**config.mk**
```make
export PLATFORM = sky130hd
export DESIGN_NAME = task_2_seq_ctrl
export DESIGN_NICKNAME = d
export VERILOG_FILES = /design/src/rtl/task_2_seq_ctrl.sv
export SDC_FILE = /design/constraint.sdc
export NUM_CORES = 1
export LEC_CHECK = 0
export BUFFER_PORTS_ARGS = -buffer_cell sky130_fd_sc_hd__clkbuf_2
export CAP_MARGIN = 20
export CORE_MARGIN = 1.5
export CORE_UTILIZATION = 40
export DETAILED_ROUTE_END_ITERATION = 8
export PLACE_DENSITY = 0.63
export SETUP_SLACK_MARGIN = 0.1
export SYNTH_ARGS = -nofsm -noshare
export SYNTH_HDL_FRONTEND = slang
export SYNTH_SLANG_ARGS = --single-unit
export TNS_END_PERCENT = 30
```
**constraint.sdc**
```tcl
create_clock -name i_clk -period 2.7 [get_ports i_clk]
set_input_delay 0 -clock i_clk [delete_from_list [all_inputs] [get_ports i_clk]]
set_output_delay 0 -clock i_clk [all_outputs]
set_load 0.01 [all_outputs]
```
**src/rtl/task_2_seq_ctrl.sv**
```systemverilog
// task_2_seq_ctrl: per-packet sequencer LOAD -> FEED -> DRAIN -> SEND owning all buffer addresses and handshakes
module task_2_seq_ctrl #(
  parameter int NUM_WORDS_IN = 256,
  parameter int DATA_WIDTH_OUT = 16,
  parameter int DRAIN_TIMEOUT = 64,
  localparam int AW = $clog2(NUM_WORDS_IN)
) (
  input  logic          i_clk,
  input  logic          i_rst,
  input  logic          i_tdata_valid,
  input  logic          i_tdata_last,
  output logic          o_tready,
  output logic          o_in_wr_en,
  output logic [AW-1:0] o_in_wr_addr,
  output logic [AW-1:0] o_in_rd_addr,
  output logic          o_dc_valid,
  input  logic          i_dc_valid,
  output logic          o_out_wr_en,
  output logic [AW-1:0] o_out_wr_addr,
  input  logic          i_tmanager_ready,
  output logic          o_tanswer_ready,
  output logic [AW-2:0] o_out_rd_addr,
  output logic          o_tanswer_data_last,
  output logic [11:0]   o_packet_size_in_bytes,
  output logic          o_busy,
  output logic          o_err
);
  localparam int TW = $clog2(DRAIN_TIMEOUT + 1);
  localparam logic [AW:0] C1 = (AW+1)'(1);
  localparam logic [AW:0] FULL = (AW+1)'(NUM_WORDS_IN - 1);
  typedef enum logic [2:0] {IDLE, LOAD, FEED, DRAIN, SEND} state_t;
  state_t state, state_nx;
  logic [AW:0] in_cnt, n, rd_cnt, out_cnt, out_nx, m;
  logic [AW-1:0] k;
  logic [TW-1:0] idle_cnt;
  logic [11:0] size;
  logic dv, err, accept, done, tmo, xfer;
  assign o_tready = state == LOAD;
  assign accept = i_tdata_valid & o_tready;
  assign o_in_wr_en = accept;
  assign o_in_wr_addr = in_cnt[AW-1:0];
  assign o_in_rd_addr = rd_cnt[AW-1:0];
  assign o_dc_valid = dv;
  assign o_out_wr_en = i_dc_valid & (state == FEED | state == DRAIN);
  assign o_out_wr_addr = out_cnt[AW-1:0];
  // out_nx includes this cycle's write so SEND follows the final write by one cycle
  assign out_nx = out_cnt + {{AW{1'b0}}, o_out_wr_en};
  assign done = state == DRAIN & out_nx == n;
  assign tmo = state == DRAIN & !i_dc_valid & idle_cnt == TW'(DRAIN_TIMEOUT - 1);
  assign m = (out_cnt + C1) >> 1;
  assign o_tanswer_ready = state == SEND;
  assign o_tanswer_data_last = o_tanswer_ready & ({1'b0, k} == m - C1);
  assign xfer = o_tanswer_ready & i_tmanager_ready;
  assign o_out_rd_addr = k[AW-2:0];
  assign o_packet_size_in_bytes = size;
  assign o_busy = state != IDLE;
  assign o_err = err;
  always_comb begin
    state_nx = state;
    case (state)
      IDLE: state_nx = LOAD;
      LOAD: state_nx = accept & (i_tdata_last | in_cnt == FULL) ? FEED : LOAD;
      FEED: state_nx = rd_cnt == n - C1 ? DRAIN : FEED;
      DRAIN: state_nx = done ? SEND : tmo ? (out_cnt == '0 ? IDLE : SEND) : DRAIN;
      SEND: state_nx = xfer & o_tanswer_data_last ? IDLE : SEND;
      default: state_nx = IDLE;
    endcase
  end
  always_ff @(posedge i_clk) begin
    if (i_rst) begin
      state <= IDLE;
      in_cnt <= '0;
      n <= '0;
      rd_cnt <= '0;
      out_cnt <= '0;
      k <= '0;
      idle_cnt <= '0;
      size <= '0;
      dv <= 1'b0;
      err <= 1'b0;
    end else begin
      state <= state_nx;
      dv <= state == FEED;
      idle_cnt <= state == DRAIN & !i_dc_valid ? idle_cnt + TW'(1) : '0;
      out_cnt <= state == IDLE ? '0 : out_nx;
      rd_cnt <= state == FEED ? rd_cnt + C1 : '0;
      k <= state == SEND ? k + AW'(xfer) : '0;
      if (state == IDLE) begin
        in_cnt <= '0;
        err <= 1'b0;
      end
      if (accept) begin
        in_cnt <= in_cnt + C1;
        if (i_tdata_last | in_cnt == FULL) n <= in_cnt + C1;
        if (!i_tdata_last & in_cnt == FULL) err <= 1'b1;
      end
      if (done | tmo) size <= 12'(out_nx) * 12'(DATA_WIDTH_OUT / 8);
      if (tmo & !done) err <= 1'b1;
    end
  end
endmodule

```
==> PnR_summary.wiki, run 1 <==
{| class="wikitable"
! Metric !! Value
|-
| Run status || completed
|-
| Worst Path Class, Setup || reg -> reg
|-
| Iter 0 DRT Violations || 145
|-
| Met3 capacity usage during global routing || 4.30%
|-
| Number of detailed-routing iterations run before antenna repair || 4
|-
| I/O pin cnt || 57
|-
| Pin slew with the least headroom to its limit || 0.494 ns
|-
| Maximum clock frequency || about 400 MHz
|-
| Kind of end point of the critical path || register
|-
| RSZ-0062 raised after global routing || yes
|-
| Portion of netlist area occupied by mux cells || 2.02%
|-
| Number of antenna diodes || 0
|-
| Area added between synthesis and finish || 15.2%
|-
| Die area || 0.0107 mm2
|-
| Pre-CTS setup slack || 0.00570 ns
|-
| PD cells || 440 mW/mm2
|-
| Area share of and/or/nand/nor cells after synthesis || 22.9%
|-
| Number of max-capacitance violations reported || 0
|-
| Total via count in the routed design || around 3,400
|-
| Pin count of the biggest net entering global routing || 32
|-
| Routing usage on met1 || 24.9%
|-
| CTS H-Tree Depth || 3
|-
| Root buffer selected by CTS || sky130_fd_sc_hd__clkbuf_8
|-
| Placer congestion estimate || 0.924
|-
| Worst endpoint data arrival time || 2.83 ns
|-
| Remaining antenna violation count || 0
|-
| HPWL after DPL || just under 7000 um
|-
| Initial Util || 41.2%
|-
| Most used cells in the layout excluding fill and tap cells || sky130_fd_sc_hd__nor2_1, sky130_fd_sc_hd__dfxtp_1, sky130_fd_sc_hd__clkbuf_2, sky130_fd_sc_hd__xnor2_1, sky130_fd_sc_hd__buf_4
|-
| Compound-Gate Fraction of Synth Area || 11.7%
|-
| Die span in x || 103 um
|-
| Die Span Y || approximately 100 um
|-
| Fraction of layout cells with a size suffix above 1 || 24.5%
|-
| Wire length per cell after detailed routing || approximately 14 um
|-
| Core Area || between 0.009 and 0.01 mm2
|-
| Wire length of the first global-routing pass || around 15,000 um
|-
| Most frequent standard cell in the layout excluding fill and tap cells || sky130_fd_sc_hd__nor2_1
|-
| Post-Synthesis Cells || around 480
|-
| CP Cell Sequence || and3b_2 > ha_4 > ha_4 > xnor2_2 > xor2_1 > nand3_1 > or4_4 > o21ai_4 > buf_8 > buf_4 > nor2_2 > a211oi_2
|-
| Cell row count || 36
|-
| Synthesis Warnings || 0
|-
| Hold buffer count at CTS || 0
|-
| Detailed Route WL || 9100 um
|-
| Worst slew margin || 66.2%
|-
| Clock latency on the worst-skew pair || 0.34 ns
|-
| Critical Path Source Type || register
|-
| Worst hold-check path type || in -> reg
|-
| IO Port Bufs || 53
|-
| Number of hold violations in the final report || 0
|-
| Fraction of registers with async set/reset || 0%
|-
| Total clock buffers created by CTS || 9
|-
| Share of the clock period used by the worst path || 95.2%
|-
| Clock Skew || 0.0106 ns
|-
| Number of buffers between clock root and the deepest sink || 2
|-
| Leakage power summed over all cells || roughly 1.8 nW
|-
| Clock input transition at the sequential cells of the worst setup and hold paths || 0.07 ns
|-
| Final-stage net count || about 540
|-
| Final Instance Area || around 0.0046 mm2
|-
| Syn_area_per_cell || 8.40 um2
|-
| Prevailing post-synth register cell || sky130_fd_sc_hd__dfxtp_1
|-
| Peak supply drop || between 0.2 and 0.25 mV
|-
| Post-synthesis sequential area ratio || 32.3%
|-
| Busiest layer in global routing || met2
|-
| Number of synthesized register bits || 65
|-
| Antenna violations before repair || 0
|-
| Setup TNS || 0 ns
|-
| Slowest cell on the critical path || sky130_fd_sc_hd__or4_4
|-
| Final critical path time including I/O delays and setup || 2.57 ns
|-
| Biggest fanout along the worst timing path || 9
|-
| Final count of negative-setup-slack endpoints || 0
|-
| CP required || 2.96 ns
|-
| EDFF count, synth || 0
|-
| Fraction of met2 tracks used by global routing || 27.5%
|-
| Max-slew violations || 0
|-
| Post-synthesis xor/xnor area fraction || 16.4%
|-
| Fin worst setup slack || 0.131 ns
|-
| Most used cell along the critical path || sky130_fd_sc_hd__ha_4
|-
| Netlist area before placement || slightly above 0.004 mm2
|-
| Adder-cell share of the synthesized area || 3.73%
|-
| Overall global routing resource usage || about 18%
|-
| Instance area after placement || 0.00430 mm2
|-
| Vias per cell || around 5
|-
| Number of sinks handled by clock tree synthesis || 65
|-
| Final worst hold slack || ~0.043 ns
|-
| Largest family of logic cells by synthesized area || simple AND/OR/NAND/NOR gates
|-
| Remaining DRCs || 0
|-
| Number of global-route vias before repair || between 3,000 and 4,000
|-
| TritonCTS clock tree || yes
|-
| Cell variety after synth || 57
|-
| Worst path max stage delay || 0.43 ns
|-
| Sum of overflow across all layers after global routing || 0
|}
[logic make-up (layout without fill, tap and decap cells)]
kind of cell             after synthesis  after routing
XOR/XNOR                              67             67
other                                  1              3
adder cells (fa/ha/maj)               12             12
multiplexers                           8              8
flip-flops                            65             65
buffers and inverters                 75            117
AO/OA/AOI/OAI                         66             66
AND/OR/NAND/NOR                      185            185
[cells in the mapped netlist, types with 7 or more instances]
library cell / n / area share, %
sky130_fd_sc_hd__a211oi_1: 13 / 2.4
sky130_fd_sc_hd__a21oi_1: 11 / 1.4
sky130_fd_sc_hd__and3_1: 12 / 1.9
sky130_fd_sc_hd__buf_4: 35 / 6.5
sky130_fd_sc_hd__clkbuf_1: 15 / 1.4
sky130_fd_sc_hd__dfxtp_1: 65 / 32
sky130_fd_sc_hd__ha_1: 12 / 3.7
sky130_fd_sc_hd__inv_1: 17 / 1.6
sky130_fd_sc_hd__mux2i_1: 7 / 1.7
sky130_fd_sc_hd__nand2_1: 23 / 2.1
sky130_fd_sc_hd__nand3_1: 24 / 3.0
sky130_fd_sc_hd__nand4_1: 9 / 1.4
sky130_fd_sc_hd__nor2_1: 71 / 6.6
sky130_fd_sc_hd__o21ai_0: 13 / 1.6
sky130_fd_sc_hd__xnor2_1: 39 / 8.5
sky130_fd_sc_hd__xor2_1: 22 / 4.8
[state kept, by name, indices dropped and copies added, names as in the netlist, 3 cells and up]
signal / cells
idle_cnt: 7
state: 3
rd_cnt: 9
n: 9
o_packet_size_in_bytes: 9
k: 8
out_cnt: 9
in_cnt: 9
[critical path: cells and delay by family (launching register included)]
kind | cells | cell delay (ns)
AND/OR/NAND/NOR | 4 | 0.80
buffers and inverters | 2 | 0.27
AO/OA/AOI/OAI | 2 | 0.30
adder cells (fa/ha/maj) | 2 | 0.35
flip-flops | 1 | 0.33
XOR/XNOR | 2 | 0.42
[what timing repair did]
item                                    in CTS  in global routing
pin swaps                                    0                  8
gates resized for setup                      8                  8
endpoints found under the setup margin       8                 13
hold endpoints to repair                     0                  0
setup buffers                                0                  9
[power by group]
group	internal, W	leakage (nW)	switching, W
registers	0.000974	0.527	0.0000234
logic	0.0000951	1.17	0.000121
clock network	0.000449	0.0953	0.000380
[path summary, 6_finish.rpt]
check | end | slack, ns | startpoint | depth (start not counted)
min reg2reg | idle_cnt[0] | 0.46 | idle_cnt[0] | 1
min | state[2] | 0.04 | i_tmanager_ready | 4
max | o_packet_size_in_bytes[9] | 0.13 | state[2] | 12
max reg2reg | o_packet_size_in_bytes[9] | 0.13 | state[2] | 12
[cell type report]
type | instances | area, um2
repair buffers | 84 | 522
inverters | 17 | 63.8
fillers | 991 | 5140
flip-flops and latches | 65 | 1310
clock inverters | 5 | 55.1
well taps | 133 | 166
clock buffers | 11 | 141
multi-input cells | 341 | 2380
[metrics by stage]
stage	total power [W]	instances	util [%]
6_report	0.00204	656	47.4
3_5_place_dp	0.00123	631	44.0
5_1_grt	0.00215	656	47.4
3_3_place_gp	0.00122	631	44.0
2_1_floorplan	0.00117	481	-
4_1_cts	0.00207	647	46.3
[metal layers]
layer / up-vias / wire, um / part of all wire [%]
li1: 1693 / - / -
met3: 16 / 435 / 4.8
met5: - / 0 / 0
met4: 0 / 173 / 1.9
met1: 1551 / 4400 / 48
met2: 92 / 4090 / 45
Note: power is estimated with default switching activity, not from simulation.
==> inputs of run 2 (changes only) <==
RECOVER_POWER = 50   (was unset)
==> run 2 against run 1 <==
Against the previous run:
- utilization down 0.55 points
- cell area down 1.2%
- wire length up 0.19%
- global-route usage unchanged
- hold slack worse by 0.0024 ns
- non-clock buffer count unchanged
- combinational power about the same
- critical endpoint unchanged
- largest cell class unchanged
- largest power group unchanged
- highest routed layer unchanged
==> PnR_summary.wiki, run 2 (same netlist as run 1, synthesis figures left out) <==
{| class="wikitable"
! Metric !! Value
|-
| I/O pin cnt || 57
|-
| Setup TNS || 0 ns
|-
| Wire length per cell after detailed routing || roughly 14 um
|-
| Number of sinks handled by clock tree synthesis || 65
|-
| TritonCTS clock tree || yes
|-
| Clock input transition at the sequential cells of the worst setup and hold paths || ~0.07 ns
|-
| Final-stage net count || roughly 540
|-
| Number of global-route vias before repair || 3,023
|-
| Area added between synthesis and finish || 13.9%
|-
| Most frequent standard cell in the layout excluding fill and tap cells || sky130_fd_sc_hd__nor2_1
|-
| Max-slew violations || 0
|-
| Number of max-capacitance violations reported || 0
|-
| Maximum clock frequency || 388 MHz
|-
| Peak supply drop || 0.218 mV
|-
| Cell row count || 36
|-
| Detailed Route WL || 9120 um
|-
| Design Power || around 0.0020 W
|-
| Leakage power summed over all cells || 1.65 nW
|-
| Clock latency on the worst-skew pair || around 0.34 ns
|-
| Remaining DRCs || 0
|-
| Number of detailed-routing iterations run before antenna repair || 4
|-
| Die span in x || 103 um
|-
| Number of buffers between clock root and the deepest sink || 2
|-
| Worst hold-check path type || in -> reg
|-
| Worst endpoint data arrival time || 2.84 ns
|-
| Total via count in the routed design || 3,362
|-
| Number of hold violations in the final report || 0
|-
| Final cell utilization of the core || 46.9%
|-
| Run status || completed
|-
| Die area || roughly 0.011 mm2
|-
| Sum of overflow across all layers after global routing || 0
|-
| Most used cell along the critical path || sky130_fd_sc_hd__ha_4
|-
| Final critical path time including I/O delays and setup || 2.58 ns
|-
| Total clock buffers created by CTS || 9
|-
| Biggest fanout along the worst timing path || 9
|-
| Antenna violations before repair || 0
|-
| Die Span Y || 103 um
|-
| Share of the clock period used by the worst path || 95.5%
|-
| Placer congestion estimate || 0.924
|-
| Final worst hold slack || 0.0407 ns
|-
| CP Cell Sequence || and3b_2 > ha_4 > ha_4 > xnor2_2 > xor2_1 > nand3_1 > or4_4 > o21ai_4 > buf_8 > buf_4 > nor2_2 > a211oi_2
|-
| RSZ-0062 raised after global routing || yes
|-
| Worst slew margin || about two thirds
|-
| Vias per cell || 5.13
|-
| Remaining antenna violation count || 0
|-
| CTS H-Tree Depth || 3
|-
| Pin slew with the least headroom to its limit || 0.508 ns
|-
| Most used cells in the layout excluding fill and tap cells || sky130_fd_sc_hd__nor2_1, sky130_fd_sc_hd__dfxtp_1, sky130_fd_sc_hd__clkbuf_1, sky130_fd_sc_hd__xnor2_1, sky130_fd_sc_hd__buf_4
|-
| Worst path max stage delay || 0.43 ns
|-
| Number of antenna diodes || 0
|-
| Kind of end point of the critical path || register
|-
| Wire length of the first global-routing pass || 14,900 um
|-
| HPWL after DPL || 6820 um
|-
| Overall global routing resource usage || 17.9%
|-
| Fraction of layout cells with a size suffix above 1 || around 17%
|-
| Root buffer selected by CTS || sky130_fd_sc_hd__clkbuf_8
|-
| Final count of negative-setup-slack endpoints || 0
|-
| Worst Path Class, Setup || reg -> reg
|-
| Iter 0 DRT Violations || 151
|-
| Pin count of the biggest net entering global routing || 32
|-
| Clock Skew || 0.00999 ns
|-
| Core Area || 0.00977 mm2
|-
| PD cells || 445 mW/mm2
|-
| CP required || slightly below 3 ns
|-
| Critical Path Source Type || register
|-
| Slowest cell on the critical path || sky130_fd_sc_hd__or4_4
|-
| IO Port Bufs || 53
|-
| Initial Util || 41.2%
|}
==> run 2: cell types whose count changed in the layout (fill, tap and decap cells not counted) <==
cell                       change
sky130_fd_sc_hd__clkbuf_1     +41
sky130_fd_sc_hd__clkbuf_2     -40
sky130_fd_sc_hd__and2_1        -1
sky130_fd_sc_hd__buf_4         -1
sky130_fd_sc_hd__and2_0        +1
==> run 2: final cells by class <==
type | count | area, um2
Fill cell | 1012 | 5190
Tap cell | 133 | 166
Sequential cell | 65 | 1310
Clock inverter | 5 | 55.1
Multi-Input combinational cell | 341 | 2380
Timing Repair Buffer | 84 | 468
Clock buffer | 11 | 141
Inverter | 17 | 63.8
==> run 2: what timing repair did <==
| item | in CTS | in global routing |
|---|---|---|
| setup buffers | 0 | 9 |
| gates resized for setup | 8 | 8 |
| gates cloned | 0 | 0 |
| hold buffers | 0 | 0 |
| setup endpoints to repair | 8 | 13 |
| pin swaps | 0 | 8 |
==> run 2: report_power, final <==
part / leakage, nW / total (W) / internal (W) / switching [W]
clock: 0.0953 / 0.000828 / 0.000448 / 0.000380
combinational: 1.02 / 0.000214 / 0.0000928 / 0.000121
sequential: 0.527 / 0.000998 / 0.000974 / 0.0000236
total: 1.65 / 0.00204 / 0.00152 / 0.000525
==> run 2: per-layer routing <==
metal	wire [um]	share of wire, %	global-route usage, %	vias to the layer above
li1	-	-	-	1696
met1	4430	49	24.9	1554
met2	4090	45	27.5	96
met3	418	4.6	4.30	16
met4	184	2.0	5.61	0
met5	0	0	0	-
==> run 2: worst paths after layout <==
path / startpoint / cells after the start / end / slack (ns)
hold / removal: i_tmanager_ready / 4 / state[2] / 0.04
setup / recovery: state[2] / 12 / o_packet_size_in_bytes[9] / 0.12
setup reg to reg: state[2] / 12 / o_packet_size_in_bytes[9] / 0.12
hold reg to reg: idle_cnt[0] / 1 / idle_cnt[0] / 0.46
==> run 2: through the flow <==
| step | cell area [um2] | std cells | worst slack (ns) |
|---|---|---|---|
| after floorplan | 4080 | 481 | 0.0831 |
| after global placement | 4300 | 631 | 0.138 |
| final | 4580 | 656 | 0.123 |
| after global routing | 4580 | 656 | -0.0386 |
| after CTS | 4520 | 647 | 0.0852 |
| after detailed placement | 4300 | 631 | 0.00570 |
==> run 2: worst max-delay path, delay by kind of cell, from the launching register on <==
kind | cells | cell delay [ns]
compound gates | 2 | 0.30
xor+xnor | 2 | 0.43
fa+ha+maj | 2 | 0.35
buf+inv | 2 | 0.27
flops | 1 | 0.33
simple gates | 4 | 0.80
==> inputs of run 3 (changes only) <==
ABC_AREA = 1   (was unset)
SETUP_SLACK_MARGIN = 0.02   (was 0.1)
==> run 3 against run 2 <==
Against the previous run:
- global-route usage rose by 0.45 points
- fmax rose by 3.9%
- count of clock-buffer cells in the layout rose by 4
- worst setup slack improved by 0.096 ns
- wire length rose by 0.19%
- combinational power fell by 5%
- die area fell by 1.2%
- utilization fell by 1.4 points
- area after synthesis fell by 1.2%
- critical endpoint is now o_packet_size_in_bytes[7]
- cell count rose by 14%
- hold slack got worse by 0.013 ns
- highest routed layer unchanged
==> PnR_summary.wiki, run 3 <==
{| class="wikitable"
! Metric !! Value
|-
| Compound-Gate Fraction of Synth Area || around a tenth
|-
| Most frequent standard cell in the layout excluding fill and tap cells || sky130_fd_sc_hd__nand2_1
|-
| Worst Path Class, Setup || reg -> reg
|-
| Post-Synthesis Cells || about 580
|-
| Remaining DRCs || 0
|-
| I/O pin cnt || between 50 and 60
|-
| Number of sinks handled by clock tree synthesis || 65
|-
| Final Non-Filler Cells || 747
|-
| Root buffer selected by CTS || sky130_fd_sc_hd__clkbuf_8
|-
| RSZ-0062 raised after global routing || yes
|-
| CTS H-Tree Depth || 3
|-
| Syn_area_per_cell || roughly 6.9 um2
|-
| Overall global routing resource usage || 18.4%
|-
| Wire length of the first global-routing pass || 15,200 um
|-
| Number of detailed-routing iterations run before antenna repair || 4
|-
| Area share of and/or/nand/nor cells after synthesis || 30.8%
|-
| Die area || 0.0105 mm2
|-
| Number of synthesized register bits || 65
|-
| Detailed Route WL || 9140 um
|-
| EDFF count, synth || 0
|-
| Total clock buffers created by CTS || 9
|-
| Clock Skew || 0.00741 ns
|-
| Fraction of registers with async set/reset || 0%
|-
| Peak supply drop || 0.298 mV
|-
| Biggest fanout along the worst timing path || 7
|-
| Main area contributors after synthesis || sky130_fd_sc_hd__dfxtp_1, sky130_fd_sc_hd__nand2_1, sky130_fd_sc_hd__inv_1
|-
| PD cells || ~480 mW/mm2
|-
| Pin slew with the least headroom to its limit || 0.579 ns
|-
| Number of max-capacitance violations reported || 0
|-
| Iter 0 DRT Violations || 171
|-
| Total via count in the routed design || 3,558
|-
| Pin count of the biggest net entering global routing || 22
|-
| Adder-cell share of the synthesized area || 3.78%
|-
| Share of Yosys cell area claimed by the top area cell type || 32.7%
|-
| Top cell types by occurrence after synthesis || sky130_fd_sc_hd__nand2_1, sky130_fd_sc_hd__inv_1, sky130_fd_sc_hd__nor2_1
|-
| CP required || just under 3 ns
|-
| Kind of end point of the critical path || register
|-
| Antenna violations before repair || 0
|-
| Most used cells in the layout excluding fill and tap cells || sky130_fd_sc_hd__nand2_1, sky130_fd_sc_hd__inv_1, sky130_fd_sc_hd__nor2_1, sky130_fd_sc_hd__dfxtp_1, sky130_fd_sc_hd__clkbuf_1
|-
| Clock latency on the worst-skew pair || 0.34 ns
|-
| Cell variety after synth || 37
|-
| Final worst hold slack || 0.0279 ns
|-
| Worst endpoint data arrival time || 2.71 ns
|-
| Maximum clock frequency || slightly above 400 MHz
|-
| TritonCTS clock tree || yes
|-
| Leading area contributor after synthesis || sky130_fd_sc_hd__dfxtp_1
|-
| IO Port Bufs || 53
|-
| Filler cells || between 900 and 1,000
|-
| Prevailing post-synth register cell || sky130_fd_sc_hd__dfxtp_1
|-
| Sum of overflow across all layers after global routing || 0
|-
| Remaining antenna violation count || 0
|-
| Number of buffers between clock root and the deepest sink || 2
|-
| Number of antenna diodes || 0
|-
| Number of global-route vias before repair || 3,281
|-
| Placer congestion estimate || between 0.9 and 1
|-
| Netlist area before placement || 0.00397 mm2
|-
| Hold buffer count at CTS || 0
|-
| Post-synthesis xor/xnor area fraction || 7.90%
|-
| Wire length per cell after detailed routing || between 10 and 15 um
|-
| Most common cell in the synthesized netlist || sky130_fd_sc_hd__nand2_1
|-
| Die span in x || 103 um
|-
| Synthesis Warnings || 0
|-
| Worst slew margin || 61.3%
|-
| Final critical path time including I/O delays and setup || 2.48 ns
|-
| Setup TNS || 0 ns
|-
| Final-stage net count || 627
|-
| Register area || approximately 0.0013 mm2
|-
| Core Area || 0.00968 mm2
|-
| Critical Path Source Type || register
|-
| Vias per cell || 4.76
|-
| Initial Util || 41.0%
|-
| Final count of negative-setup-slack endpoints || 0
|-
| Clock input transition at the sequential cells of the worst setup and hold paths || 0.07 ns
|-
| Final cell utilization of the core || around 46%
|-
| HPWL after DPL || between 7000 and 8000 um
|-
| Post-placement cell count || around 730
|-
| Largest family of logic cells by synthesized area || simple AND/OR/NAND/NOR gates
|-
| Post-synthesis sequential area ratio || 32.7%
|-
| Max-slew violations || 0
|-
| Worst hold-check path type || in -> reg
|-
| Number of hold violations in the final report || 0
|-
| Cell row count || 36
|-
| Share of the clock period used by the worst path || roughly nine tenths
|-
| Portion of netlist area occupied by mux cells || 0%
|-
| Leakage power summed over all cells || between 1.5 and 2 nW
|-
| Die Span Y || 103 um
|-
| Footprint of the multi-input gates || 0.00215 mm2
|-
| Area added between synthesis and finish || 10.9%
|-
| Fraction of layout cells with a size suffix above 1 || 10.9%
|-
| Run status || completed
|}
## run 3: path summary, 6_finish.rpt
| path | from | end | slack (ns) | cells after the start |
|---|---|---|---|---|
| worst max-delay path | state[2] | o_packet_size_in_bytes[7] | 0.22 | 17 |
| worst max register to register | state[2] | o_packet_size_in_bytes[7] | 0.22 | 17 |
| worst min register to register | idle_cnt[0] | idle_cnt[0] | 0.45 | 1 |
| worst min-delay path | i_tdata_valid | in_cnt[6] | 0.03 | 4 |
## run 3: layout make-up
cell class / instances / area share [%]
Tap cell: 133 / 3.78
Clock inverter: 1 / 0.681
Multi-Input combinational cell: 395 / 48.9
Timing Repair Buffer: 59 / 5.76
Sequential cell: 65 / 29.7
Clock buffer: 15 / 4.46
Inverter: 79 / 6.76
## run 3: what timing repair did
action                     CTS  global route
resized for setup            0            18
buffers inserted             0             3
setup endpoints to repair    0            14
## run 3: critical path: stages (launching register included)
cell	delay, ns
sky130_fd_sc_hd__dfxtp_1	0.33
sky130_fd_sc_hd__inv_1	0.07
sky130_fd_sc_hd__nand2_1	0.09
sky130_fd_sc_hd__nor2_2	0.12
sky130_fd_sc_hd__ha_2	0.23
sky130_fd_sc_hd__ha_4	0.16
sky130_fd_sc_hd__nand3_2	0.10
sky130_fd_sc_hd__xor2_1	0.35
sky130_fd_sc_hd__nand2_1	0.12
sky130_fd_sc_hd__nand2_1	0.09
sky130_fd_sc_hd__inv_1	0.04
sky130_fd_sc_hd__nand3_1	0.09
sky130_fd_sc_hd__nor2_2	0.06
sky130_fd_sc_hd__nand4_4	0.08
sky130_fd_sc_hd__nand2_4	0.09
sky130_fd_sc_hd__buf_4	0.18
sky130_fd_sc_hd__o21ai_1	0.12
sky130_fd_sc_hd__nor2_1	0.05
## run 3: routing by layer
metal | vias to the layer above | part of all wire [%] | track usage, %
met1 | 1616 | 48 | 24.2
li1 | 1862 | - | -
met5 | - | 0 | 0
met4 | 0 | 0.58 | 5.80
met3 | 8 | 4.5 | 4.34
met2 | 72 | 47 | 29.8
## run 3: metrics by stage
step / instance area [um2] / power, W / setup WS, ns
detailed placement: 4140 / 0.00122 / 0.104
global route: 4410 / 0.00221 / 0.0132
global placement: 4140 / 0.00122 / 0.286
finish: 4410 / 0.00212 / 0.219
CTS: 4370 / 0.00215 / 0.0855
floorplan: 3980 / 0.00117 / 0.451
## run 3: where the power goes
part           internal, W  switching, W  leakage (nW)
combinational    0.0000712      0.000133          1.25
sequential        0.000975     0.0000199         0.527
clock             0.000554      0.000370         0.116
total              0.00160      0.000523          1.89
## run 3: cell families after synthesis
kind of cell / count (synthesis)
fa+ha+maj: 12
flops: 65
simple gates: 270
other cells: 1
xor+xnor: 35
compound gates: 75
buf+inv: 120
